### src/rtl/alu_pkg.sv
// Shared definitions for the ALU issue path: opcode encodings, default
// datapath width and the issue-unit FSM state type.
package alu_pkg;

  localparam int unsigned DATA_W_DEF = 8;

  localparam logic [1:0] ALU_ADD = 2'b00;
  localparam logic [1:0] ALU_SUB = 2'b01;
  localparam logic [1:0] ALU_SLL = 2'b10;
  localparam logic [1:0] ALU_AND = 2'b11;

  typedef enum logic [1:0] {
    ST_IDLE = 2'd0,
    ST_EXEC = 2'd1,
    ST_WB   = 2'd2
  } alu_state_e;

endpackage

### src/rtl/alu_regfile.sv
// Register file for the ALU issue unit: 2**REG_AW entries of DATA_W bits.
// Two operand read ports and one debug read port. The operand ports forward
// same-edge writes (write-first). The debug port shows stored contents only.
// Writeback and direct load may write in the same cycle; on an address
// collision the writeback wins and the load is dropped.
module alu_regfile
  import alu_pkg::*;
#(
  parameter int unsigned DATA_W = DATA_W_DEF,
  parameter int unsigned REG_AW = 2
) (
  input  logic              clk,
  input  logic              rst,
  input  logic              wb_en,
  input  logic [REG_AW-1:0] wb_addr,
  input  logic [DATA_W-1:0] wb_data,
  input  logic              ld_en,
  input  logic [REG_AW-1:0] ld_addr,
  input  logic [DATA_W-1:0] ld_data,
  input  logic [REG_AW-1:0] rd_addr1,
  output logic [DATA_W-1:0] rd_data1,
  input  logic [REG_AW-1:0] rd_addr2,
  output logic [DATA_W-1:0] rd_data2,
  input  logic [REG_AW-1:0] dbg_addr,
  output logic [DATA_W-1:0] dbg_data
);

  localparam int unsigned NREG = 1 << REG_AW;

  logic [DATA_W-1:0] r_mem [NREG];
  logic              w_ld_go;

  // Load is suppressed when the writeback targets the same entry.
  always_comb begin
    w_ld_go = ld_en & ~(wb_en & (wb_addr == ld_addr));
  end

  // Storage update: load and writeback may land on different entries together.
  always_ff @(posedge clk) begin
    if (rst) begin
      r_mem <= '{default: '0};
    end else begin
      if (w_ld_go) r_mem[ld_addr] <= ld_data;
      if (wb_en)   r_mem[wb_addr] <= wb_data;
    end
  end

  // Operand reads with same-edge write forwarding (writeback has priority).
  always_comb begin
    rd_data1 = r_mem[rd_addr1];
    if (w_ld_go && (ld_addr == rd_addr1)) rd_data1 = ld_data;
    if (wb_en && (wb_addr == rd_addr1))   rd_data1 = wb_data;
    rd_data2 = r_mem[rd_addr2];
    if (w_ld_go && (ld_addr == rd_addr2)) rd_data2 = ld_data;
    if (wb_en && (wb_addr == rd_addr2))   rd_data2 = wb_data;
  end

  // Debug port reads stored contents directly.
  always_comb begin
    dbg_data = r_mem[dbg_addr];
  end

endmodule

### src/rtl/alu_issue_unit.sv
// ALU issue unit: accepts register-indexed ALU instructions over a
// valid/ready handshake, presents registered operands to an external
// combinational ALU, captures its result and writes it back.
// One instruction in flight: accept -> EXEC -> WB -> IDLE (3 cycles each).
// Optional build macro ALU_ISSUE_FLAGS_EN adds zero/negative flag outputs
// that update on each writeback.
module alu_issue_unit
  import alu_pkg::*;
#(
  parameter int unsigned DATA_W = DATA_W_DEF,
  parameter int unsigned REG_AW = 2
) (
  input  logic              clk,
  input  logic              rst,
  input  logic              instr_valid,
  output logic              instr_ready,
  input  logic [1:0]        instr_op,
  input  logic [REG_AW-1:0] instr_rd,
  input  logic [REG_AW-1:0] instr_rs1,
  input  logic [REG_AW-1:0] instr_rs2,
  input  logic              ld_en,
  input  logic [REG_AW-1:0] ld_addr,
  input  logic [DATA_W-1:0] ld_data,
  output logic [DATA_W-1:0] rs_data1,
  output logic [DATA_W-1:0] rs_data2,
  output logic [1:0]        alu_op,
  input  logic [DATA_W-1:0] result,
  output logic              wb_valid,
  output logic [REG_AW-1:0] wb_rd,
  output logic [DATA_W-1:0] wb_data,
  input  logic [REG_AW-1:0] dbg_addr,
  output logic [DATA_W-1:0] dbg_data
`ifdef ALU_ISSUE_FLAGS_EN
  ,
  output logic              flag_z,
  output logic              flag_n
`endif
);

  alu_state_e        r_state;
  alu_state_e        w_state_nxt;
  logic              w_accept;
  logic              w_capture;
  logic              w_wb;
  logic [REG_AW-1:0] r_rd;
  logic [DATA_W-1:0] r_res;
  logic [DATA_W-1:0] w_op1;
  logic [DATA_W-1:0] w_op2;

  alu_regfile #(
    .DATA_W(DATA_W),
    .REG_AW(REG_AW)
  ) u_regfile (
    .clk      (clk),
    .rst      (rst),
    .wb_en    (w_wb),
    .wb_addr  (r_rd),
    .wb_data  (r_res),
    .ld_en    (ld_en),
    .ld_addr  (ld_addr),
    .ld_data  (ld_data),
    .rd_addr1 (instr_rs1),
    .rd_data1 (w_op1),
    .rd_addr2 (instr_rs2),
    .rd_data2 (w_op2),
    .dbg_addr (dbg_addr),
    .dbg_data (dbg_data)
  );

  // FSM state register.
  always_ff @(posedge clk) begin
    if (rst) r_state <= ST_IDLE;
    else     r_state <= w_state_nxt;
  end

  // FSM next-state and per-state control strobes.
  always_comb begin
    w_state_nxt = r_state;
    instr_ready = 1'b0;
    w_accept    = 1'b0;
    w_capture   = 1'b0;
    w_wb        = 1'b0;
    case (r_state)
      ST_IDLE: begin
        instr_ready = 1'b1;
        if (instr_valid) begin
          w_accept    = 1'b1;
          w_state_nxt = ST_EXEC;
        end
      end
      ST_EXEC: begin
        w_capture   = 1'b1;
        w_state_nxt = ST_WB;
      end
      ST_WB: begin
        w_wb        = 1'b1;
        w_state_nxt = ST_IDLE;
      end
      default: w_state_nxt = ST_IDLE;
    endcase
  end

  // Operand, result and writeback-report registers.
  always_ff @(posedge clk) begin
    if (rst) begin
      r_rd     <= '0;
      r_res    <= '0;
      rs_data1 <= '0;
      rs_data2 <= '0;
      alu_op   <= '0;
      wb_valid <= 1'b0;
      wb_rd    <= '0;
      wb_data  <= '0;
    end else begin
      wb_valid <= w_wb;
      if (w_accept) begin
        r_rd     <= instr_rd;
        rs_data1 <= w_op1;
        rs_data2 <= w_op2;
        alu_op   <= instr_op;
      end
      if (w_capture) r_res <= result;
      if (w_wb) begin
        wb_rd   <= r_rd;
        wb_data <= r_res;
      end
    end
  end

`ifdef ALU_ISSUE_FLAGS_EN
  // Zero/negative flags of the most recent writeback value.
  always_ff @(posedge clk) begin
    if (rst) begin
      flag_z <= 1'b0;
      flag_n <= 1'b0;
    end else if (w_wb) begin
      flag_z <= (r_res == '0);
      flag_n <= r_res[DATA_W-1];
    end
  end
`endif

endmodule

### config.mk
export PLATFORM = sky130hd
export DESIGN_NAME = alu_issue_unit
export DESIGN_NICKNAME = d
export VERILOG_FILES = /design/src/rtl/alu_pkg.sv /design/src/rtl/alu_regfile.sv /design/src/rtl/alu_issue_unit.sv
export SDC_FILE = /design/constraint.sdc
export NUM_CORES = 1
export LEC_CHECK = 0
export CAP_MARGIN = 20
export CORE_MARGIN = 1.5
export CORE_UTILIZATION = 45
export CTS_CLUSTER_DIAMETER = 80
export DETAILED_ROUTE_END_ITERATION = 10
export PLACE_DENSITY = 0.75
export SLEW_MARGIN = 0
export SYNTH_ARGS = -nofsm -noshare
export SYNTH_HDL_FRONTEND = slang
export SYNTH_HIERARCHICAL = 1
export SYNTH_SLANG_ARGS = --single-unit
### constraint.sdc
create_clock -name clk -period 2.1 [get_ports clk]
set_input_delay 0.525 -clock clk [delete_from_list [all_inputs] [get_ports clk]]
set_output_delay 0.525 -clock clk [all_outputs]
set_load 0.005 [all_outputs]
Yosys cells after proc, flatten, opt, wreduce, memory -nomap -nowiden --
Cells that the tools add are included.
Word-level totals: output and inout port bits 38, register bits after elaboration 73, logic and storage cells 72, memories 0, bits in read-only memories 0, bits in latches 0, RAM bits 0
Operators by class: add/sub/neg operators 0, order comparisons 7, mux-type cells 29, bitwise operators 8, eq/ne operators 8, $mul 0, div/mod/pow operators 0, shifts and indexed selects 0, reductions and logical operators 7
Operators by type and width (number):
- 2-to-1 mux 32 bit | 3
- 2-to-1 mux 8 bit | 12
- bitwise mux 32 bit | 2
- binary-select mux 8 bit (select 2 bit) | 3
- demux 8 bit (select 2 bit) | 2
- >= comparator 3 bit, second input constant | 5
- NOT 2 -> 3 bit | 5
- == test 2 bit | 5
- logical AND 1 bit | 6
- less-than comparator 3 x 1 -> 1 bit, second input constant | 2
- 2-to-1 mux 1 bit | 5
- case mux 2 bit (2 select lines) | 1
- bitwise AND 1 bit | 2
- == test 2 x 1 -> 1 bit, second input constant | 1
- == test 2 bit, second input constant | 1
- logical NOT 2 bit | 1
- 2-to-1 mux 2 bit | 1
- inequality test 2 bit, second input constant | 1
- NOT 1 bit | 1

Logic depth before layout (Yosys ltp) --
Gate-level depths: netlist of run 1.
depth in word-level cells 10, depth in mapped cells 11, depth with buffers taken out 8

Hierarchy --
Netlist of run 1, hierarchy kept.
By module, submodules not included:
- alu_regfile | cells an instance 238, area each 2627.5 µm², instances 1
- alu_issue_unit | cells an instance 154, area each 1437.6 µm², instances 1

Worst setup path before layout of run 1 --
No wires, ideal clock.
kind register -> register, start point register r_state[0], end point register rs_data1[2], period minus slack after synthesis 2.164 ns, data arrival time 2.036 ns, stages on the path, launching flop included 11, slack -0.064 ns, data required time 1.972 ns, path through dfxtp_1 > nand2b_1 > inv_1 > buf_2 > buf_4 > inv_1 > o31ai_4 > nor2_4 > a221o_1 > mux2i_1 > nor2_1
On the way: longest elaborated chain between the ends 8
Ends and longest elaborated chain:
- start: declaration | line alu_issue_unit.sv:40 | alu_state_e r_state;
- start signal: assignment | line alu_issue_unit.sv:73 | else r_state <= w_state_nxt;
- == test 2 bit (*) | line alu_issue_unit.sv:83 | case (r_state)
- 2-to-1 mux 1 bit (*) | line alu_issue_unit.sv:83
- via w_wb | line alu_issue_unit.sv:44 | logic w_wb;
- bitwise AND 1 bit | line alu_regfile.sv:35 | w_ld_go = ld_en & ~(wb_en & (wb_addr == ld_addr));
- NOT 1 bit | line alu_regfile.sv:35
- bitwise AND 1 bit | line alu_regfile.sv:35
- logical AND 1 bit | line alu_regfile.sv:51 | if (w_ld_go && (ld_addr == rd_addr1)) rd_data1 = ld_data;
- 2-to-1 mux 8 bit | line alu_regfile.sv:51
- 2-to-1 mux 8 bit (*) | line alu_regfile.sv:52 | if (wb_en && (wb_addr == rd_addr1)) rd_data1 = wb_data;
- via w_op1[2] | line alu_issue_unit.sv:47 | logic [DATA_W-1:0] w_op1;
- end signal: assignment | line alu_issue_unit.sv:118 | rs_data1 <= w_op1;
- end: declaration | line alu_issue_unit.sv:24 | output logic [DATA_W-1:0] rs_data1,
The timed path passes the listed nets; every way through them passes the cells marked *. A chain may end at the register's enable or synchronous reset.

Final worst setup path of run 1 --
start point input dbg_addr[1], end point output dbg_data[7]
On the way: longest elaborated chain between the ends 4
Ends and longest elaborated chain:
- start: declaration | line alu_issue_unit.sv:31 | input logic [REG_AW-1:0] dbg_addr,
- NOT 2 -> 3 bit (implied by the code) | line alu_regfile.sv:60 | dbg_data = r_mem[dbg_addr];
- binary-select mux 8 bit (select 2 bit) | line alu_regfile.sv:60
- 2-to-1 mux 8 bit (implied by the code) (2 in series) | line alu_regfile.sv:60
- end: declaration | line alu_issue_unit.sv:32 | output logic [DATA_W-1:0] dbg_data
Every way passes these cells. The select of a mux whose other input is x is not followed.

==> results of run 1 <==
cell families (layout without fill, tap and decap cells):
| group | Yosys count | count (layout) | share of synthesized area, % |
|---|---|---|---|
| AO/OA/AOI/OAI | 83 | 83 | 16.5 |
| XOR/XNOR | 10 | 10 | 2.34 |
| AND/OR/NAND/NOR | 112 | 112 | 13.0 |
| multiplexers | 76 | 76 | 26.6 |
| flip-flops | 73 | 73 | 35.9 |
| buffers and inverters | 38 | 125 | 5.63 |
synthesized netlist by cell type:
master | n | area, um2
a211oi_1 | 32 | 240
a21oi_1 | 18 | 90.1
a221o_1 | 16 | 160
and3_1 | 2 | 12.5
and4_2 | 1 | 10.0
and4b_2 | 2 | 22.5
buf_1 | 1 | 3.75
buf_2 | 7 | 35.0
buf_4 | 9 | 67.6
buf_6 | 5 | 56.3
clkbuf_1 | 13 | 48.8
clkdlybuf4s25_2 | 1 | 10.0
dfxtp_1 | 73 | 1460
inv_1 | 2 | 7.51
mux2i_1 | 52 | 521
mux4_2 | 16 | 360
mux4_4 | 8 | 200
nand2_1 | 37 | 139
nand2_2 | 1 | 6.26
nand2b_1 | 2 | 12.5
nand3_1 | 3 | 15.0
nand3b_1 | 2 | 15.0
nor2_1 | 55 | 206
nor2_4 | 2 | 22.5
nor2b_1 | 2 | 12.5
nor3b_4 | 1 | 18.8
nor4bb_4 | 1 | 25.0
o211a_1 | 16 | 160
o31ai_4 | 1 | 21.3
or3b_1 | 1 | 8.76
xnor2_1 | 8 | 70.1
xor2_1 | 1 | 8.76
xor2_2 | 1 | 16.3
timing repair:
action	CTS	global route
cloned	0	1
pin swaps	2	1
gates resized for setup	28	6
endpoints found under the setup margin	24	16
buffers inserted	3	0
layout make-up:
| cell class | count | area (um2) |
|---|---|---|
| timing repair buffer | 107 | 1080 |
| multi-input combinational | 281 | 2400 |
| tap | 108 | 135 |
| sequential | 73 | 1460 |
| fill | 729 | 3450 |
| clock inverter | 3 | 40.0 |
| clock buffer | 13 | 149 |
| inverter | 2 | 7.51 |
sequential cells by signal, summed over array words and instances (netlist names):
signal and flops:
rs_data1 8, rs_data2 8, r_res 8, alu_op 2
u_regfile/r_mem 32, r_state 2, r_rd 2, wb_rd 2
wb_valid 1, wb_data 8
layout by cell type (no fill, tap or decap), types with 16 or more instances in the layout:
cell type and count:
mux4_2 16, nand2_1 36, buf_4 27, a211oi_1 32
a21oi_1 18, mux2i_1 52, nor2_1 55, dfxtp_1 73
o211a_1 16, clkdlybuf4s50_1 53, a221o_1 16
how the worst max path moves through the flow:
stage,startpoint,to,cells past startpoint
detailed placement,dbg_addr[0],dbg_data[0],4
CTS,instr_rs2[0],rs_data2[3],8
global route,r_state[0],rs_data1[6],8
global placement,dbg_addr[0],dbg_data[1],4
finish,dbg_addr[1],dbg_data[7],3
floorplan,r_state[0],rs_data1[2],10
layer usage:
layer	vias to the layer above	share of wire (%)	global-route usage, %
met3	28	7.6	5.65
met1	1705	45	32.9
met5	-	0	0
met2	161	44	35.1
met4	0	3.2	11.9
li1	1621	-	-
power by group through the flow:
stage	Combinational (uW)	Sequential (uW)	Clock, uW
finish	612	1510	1090
CTS	600	1510	1110
detailed placement	595	1540	0
floorplan	366	1520	0
global route	653	1520	1170
global placement	583	1540	0
stage by stage:
stage | setup slack, ns | util, % | total power [uW] | cells
final | 0.0622 | 60.5 | 3220 | 587
after global routing | 0.00992 | 60.5 | 3340 | 587
after detailed placement | -0.561 | 57.4 | 2130 | 567
after floorplan | 0.00201 | - | 1880 | 392
after global placement | -0.551 | 57.4 | 2120 | 567
after CTS | 0.00544 | 59.9 | 3220 | 586
tightest hold or removal path, delay by kind of cell, from the launching register on:
family,cells,cell delay [ns]
flip-flops,1,0.31
AND/OR/NAND/NOR,1,0.05
AO/OA/AOI/OAI,1,0.05
==> impl_metrics.csv, run 1 <==
group,metric,value,unit
outcome,status,"finished clean",
routing,drtPass1Iterations,5,
synth,synth_area_per_cell,10.4,um2
cts,cts_buffers,9,
place,port_buffers,69,
timing,final-setup-viol-count,0,
critical_path,ff2ff_path_depth,8,
critical_path,required,1.57,ns
finish,final_net_count,506,
global_route,grt-ovfl-total,0,
cts,clk_latency,0.36,ns
critical_path,path_delay_family,"multiplexers",
die,rows,34,
routing,wirelength,11200,um
routing,vias,3515,
critical_path,cpPeakStageDelay,0.53,ns
pwr,p_sw,856,uW
min_path,hp-class,"reg -> reg",
timing,final.setup_skew,0.0104,ns
pwr,intPower,2360,uW
pwr,clkPwrFrac,34.0,%
finish,areaGrowthSynthToFinish,29.7,%
job,cap_violations,0,
pwr,seqPwrFrac,47.0,%
pwr,vdd_ir_drop_max,0.292,mV
place,dpl-instance-area,5010,um2
routing,viasPerCell,5.99,
critical_path,endpoint_kind,"output pin",
critical_path,worst-path-max-fanout,2,
timing,finalHoldViolCount,0,
pwr,leakagePower,0.00214,uW
critical_path,r2r-start,"r_state[0]",
die,initial_core_util,46.6,%
timing,whs,0.454,ns
timing,drv_slew,0,
critical_path,arrival,1.51,ns
global_route,antenna_found_initial,0,
pwr,p_comb_share,19.0,%
critical_path,critPathBufInv,2,
min_path,whs_path_depth,2,
pwr,p_per_area,610,nW/um2
timing,fmax,0.491,GHz
pwr,swShare,26.6,%
cts,htree_levels,3,
cts,ctsHoldBuffers,0,
die,dieArea,9610,um2
critical_path,r2r_setup_slack,0.15,ns
place,detailed_place_hpwl,7910,um
routing,drt_iter0_markers,232,
min_path,min_from,"wb_data[2]",
critical_path,start_kind,"primary input",
cts,clkTransAtPathRegs,0.07,ns
synth,synth_seq_cells,73,
die,ios,70,
finish,final_layout_size_suffix_gt1_share,19.6,%
global_route,grt_pass1_wl,17800,um
timing,rsz0062_at_grt,"no",
synth,yosysSeqAreaShare,35.9,%
timing,maxSlewHeadroom,58.1,%
cts,cts_tree,"done",
critical_path,slowest_stage,"mux4_2",
synth,synth_fp_nets,424,
global_route,grt_max_degree,58,
timing,worstMarginPinSlew,0.627,ns
cts,cts.path.max_buffers,2,
min_path,min_to,"wb_data[2]",
global_route,first_global_vias,3350,
routing,wl_per_cell,19.2,um
finish,antenna_cells,0,
synth,yosys_warnings,6,
timing,tns,0,ns
place,gp_congestion,0.930,
die,chipHeight,98.0,um
timing,period_needed,2.04,ns
die,die_w,98.0,um
synth,netlist_instances,392,
synth,syn-cell-area,4070,um2
routing,drcViolationCount,0,
synth,yosys.cell_types.count,33,
cts,clock_sinks,73,
finish,design_area,5270,um2
cts,clockRootBuffer,"clkbuf_8",
critical_path,r2r-end,"rs_data1[5]",
global_route,grt_usage,23.9,%
timing,period_share,97.0,%
routing,route.antenna.remaining_nets,0,
critical_path,crit_type,"in -> out",
die,coreArea,8720,um2
critical_path,worstPathCellList,"clkdlybuf4s15_2 > mux4_2 > clkdlybuf4s15_1",
Power figures use the tool's default switching activity.
==> run 2: changes to the inputs <==
- CAP_MARGIN: 20 -> 15
==> results of run 2 <==
No change in the layout: final DEF, timing and power equal those of run 1.
==> run 3: changes to the inputs <==
- GPL_TIMING_DRIVEN: not set -> 0
- HOLD_SLACK_MARGIN: not set -> 0.1
==> run 3 against run 2 <==
  * Worst hold slack improved by 0.0028 ns
  * Critical endpoint is now u_regfile/r_mem[25]
  * Non-clock buffer count unchanged
  * Count of clock-buffer cells in the layout decreased by 2
  * Highest routed layer unchanged
  * Sequential power about the same
  * Sequential cell count unchanged
==> impl_metrics.csv, run 3 (same netlist as run 1, synthesis figures left out) <==
group,metric,value,unit
outcome,status,"finished clean",
place,port_buffers,61,
critical_path,r2r-start,"r_state[0]",
timing,final.setup_skew,0.00659,ns
timing,fmax,0.491,GHz
die,initial_core_util,46.6,%
pwr,p_per_area,617,nW/um2
die,die_w,98.0,um
timing,worstMarginPinSlew,0.592,ns
finish,layout_common_cells,"71 x dfxtp_1, 55 x nor2_1, 52 x mux2i_1, 52 x clkdlybuf4s50_1, 37 x nand2_1",
critical_path,crit_end,"u_regfile/r_mem[25]",
finish,top_register,"u_regfile/r_mem",
routing,viasPerCell,5.92,
cts,clockRootBuffer,"clkbuf_8",
finish,antenna_cells,0,
timing,finalHoldViolCount,0,
routing,drtPass1Iterations,5,
finish,instances_no_fill,587,
global_route,antenna_found_initial,0,
routing,wirelength,11600,um
timing,period_share,96.9,%
critical_path,arrival,2.29,ns
routing,drt_iter0_markers,329,
routing,drcViolationCount,0,
global_route,first_global_vias,3473,
cts,ctsHoldBuffers,0,
timing,maxSlewHeadroom,60.6,%
critical_path,r2r-end,"u_regfile/r_mem[25]",
finish,final_util,58.9,%
cts,cts_buffers,9,
critical_path,required,2.36,ns
global_route,grt_pass1_wl,18200,um
global_route,grt-ovfl-total,0,
critical_path,endpoint_kind,"register",
timing,drv_slew,0,
routing,wl_per_cell,19.8,um
place,placedCellCount,561,
cts,clock_sinks,73,
die,chipHeight,98.0,um
job,cap_violations,0,
finish,final_layout_size_suffix_gt1_share,18.4,%
finish,largest_reg_flops,32,
die,ios,70,
cts,clk_latency,0.35,ns
finish,final_net_count,506,
die,coreArea,8720,um2
routing,vias,3477,
cts,clkTransAtPathRegs,0.08,ns
cts,cts_tree,"done",
pwr,leakagePower,0.00205,uW
routing,route.antenna.remaining_nets,0,
pwr,vdd_ir_drop_max,0.300,mV
global_route,grt_usage,24.5,%
critical_path,crit_start,"r_state[0]",
die,dieArea,9610,um2
global_route,grt_max_degree,19,
die,rows,34,
place,detailed_place_hpwl,7960,um
timing,period_needed,2.04,ns
critical_path,ff2ff_path_depth,9,
cts,cts.path.max_buffers,2,
critical_path,crit_type,"reg -> reg",
cts,htree_levels,3,
finish,areaGrowthSynthToFinish,26.3,%
place,gp_congestion,0.865,
timing,rsz0062_at_grt,"no",
finish,final_common_cell,"dfxtp_1",
min_path,hp-class,"reg -> reg",
critical_path,worst-path-max-fanout,9,
critical_path,start_kind,"register",
timing,final-setup-viol-count,0,
critical_path,r2r_setup_slack,0.06,ns
run 3: final cells by class:
cell class / instances / area, um2
fillers: 725 / 3580
multi-input cells: 281 / 2390
flip-flops and latches: 73 / 1470
repair buffers: 72 / 698
plain buffers: 35 / 244
well taps: 108 / 135
clock buffers: 11 / 131
clock inverters: 5 / 56.3
inverters: 2 / 7.51
run 3: what timing repair did:
item	4_1_cts	5_1_grt
resized for setup	22	4
setup buffers	9	2
pin swaps	2	1
endpoints found under the setup margin	56	22
run 3: how the worst min path moves through the flow:
stage / to / cells past startpoint / slack, ns / from
detailed placement: wb_data[1] / 2 / 0.45 / wb_data[1]
global placement: wb_data[0] / 2 / 0.45 / wb_data[0]
global route: wb_data[4] / 2 / 0.49 / wb_data[4]
CTS: wb_data[1] / 2 / 0.46 / wb_data[1]
finish: wb_data[1] / 2 / 0.46 / wb_data[1]
floorplan: wb_rd[0] / 2 / 0.44 / r_rd[0]
run 3: report_power, final:
part           leakage (uW)  internal (uW)  switching, uW  total [uW]
Sequential         0.000595           1440           65.6        1510
Clock             0.0000933            548            533        1080
Combinational       0.00137            310            272         582
run 3: worst max-delay path, cell delays in order, from the launching register on:
cell      delay, ns
dfxtp_4        0.35
nand2b_4       0.14
inv_1          0.10
buf_8          0.14
or3b_1         0.35
buf_4          0.17
nor4bb_4       0.15
buf_6          0.15
mux2i_1        0.13
a211oi_1       0.26
run 3: routing by layer:
layer	track usage, %	part of all wire (%)	routed length, um
met1	32.3	43	5030
met2	39.3	47	5490
met3	5.44	7.6	878
met4	9.67	1.9	224
met5	0	0	0
run 3: through the flow:
stage | setup TNS [ns] | area, um2 | hold WS [ns] | total power (uW) | setup WS [ns]
4_1_cts | 0 | 5100 | 0.462 | 3170 | 0.00582
3_3_place_gp | -13.28 | 4810 | 0.447 | 2080 | -0.577
6_report | 0 | 5140 | 0.457 | 3170 | 0.0641
5_1_grt | 0 | 5140 | 0.492 | 3290 | 0.00212
3_5_place_dp | -15.58 | 4810 | 0.451 | 2090 | -0.595
2_1_floorplan | 0 | 4070 | 0.445 | 1880 | 0.00201
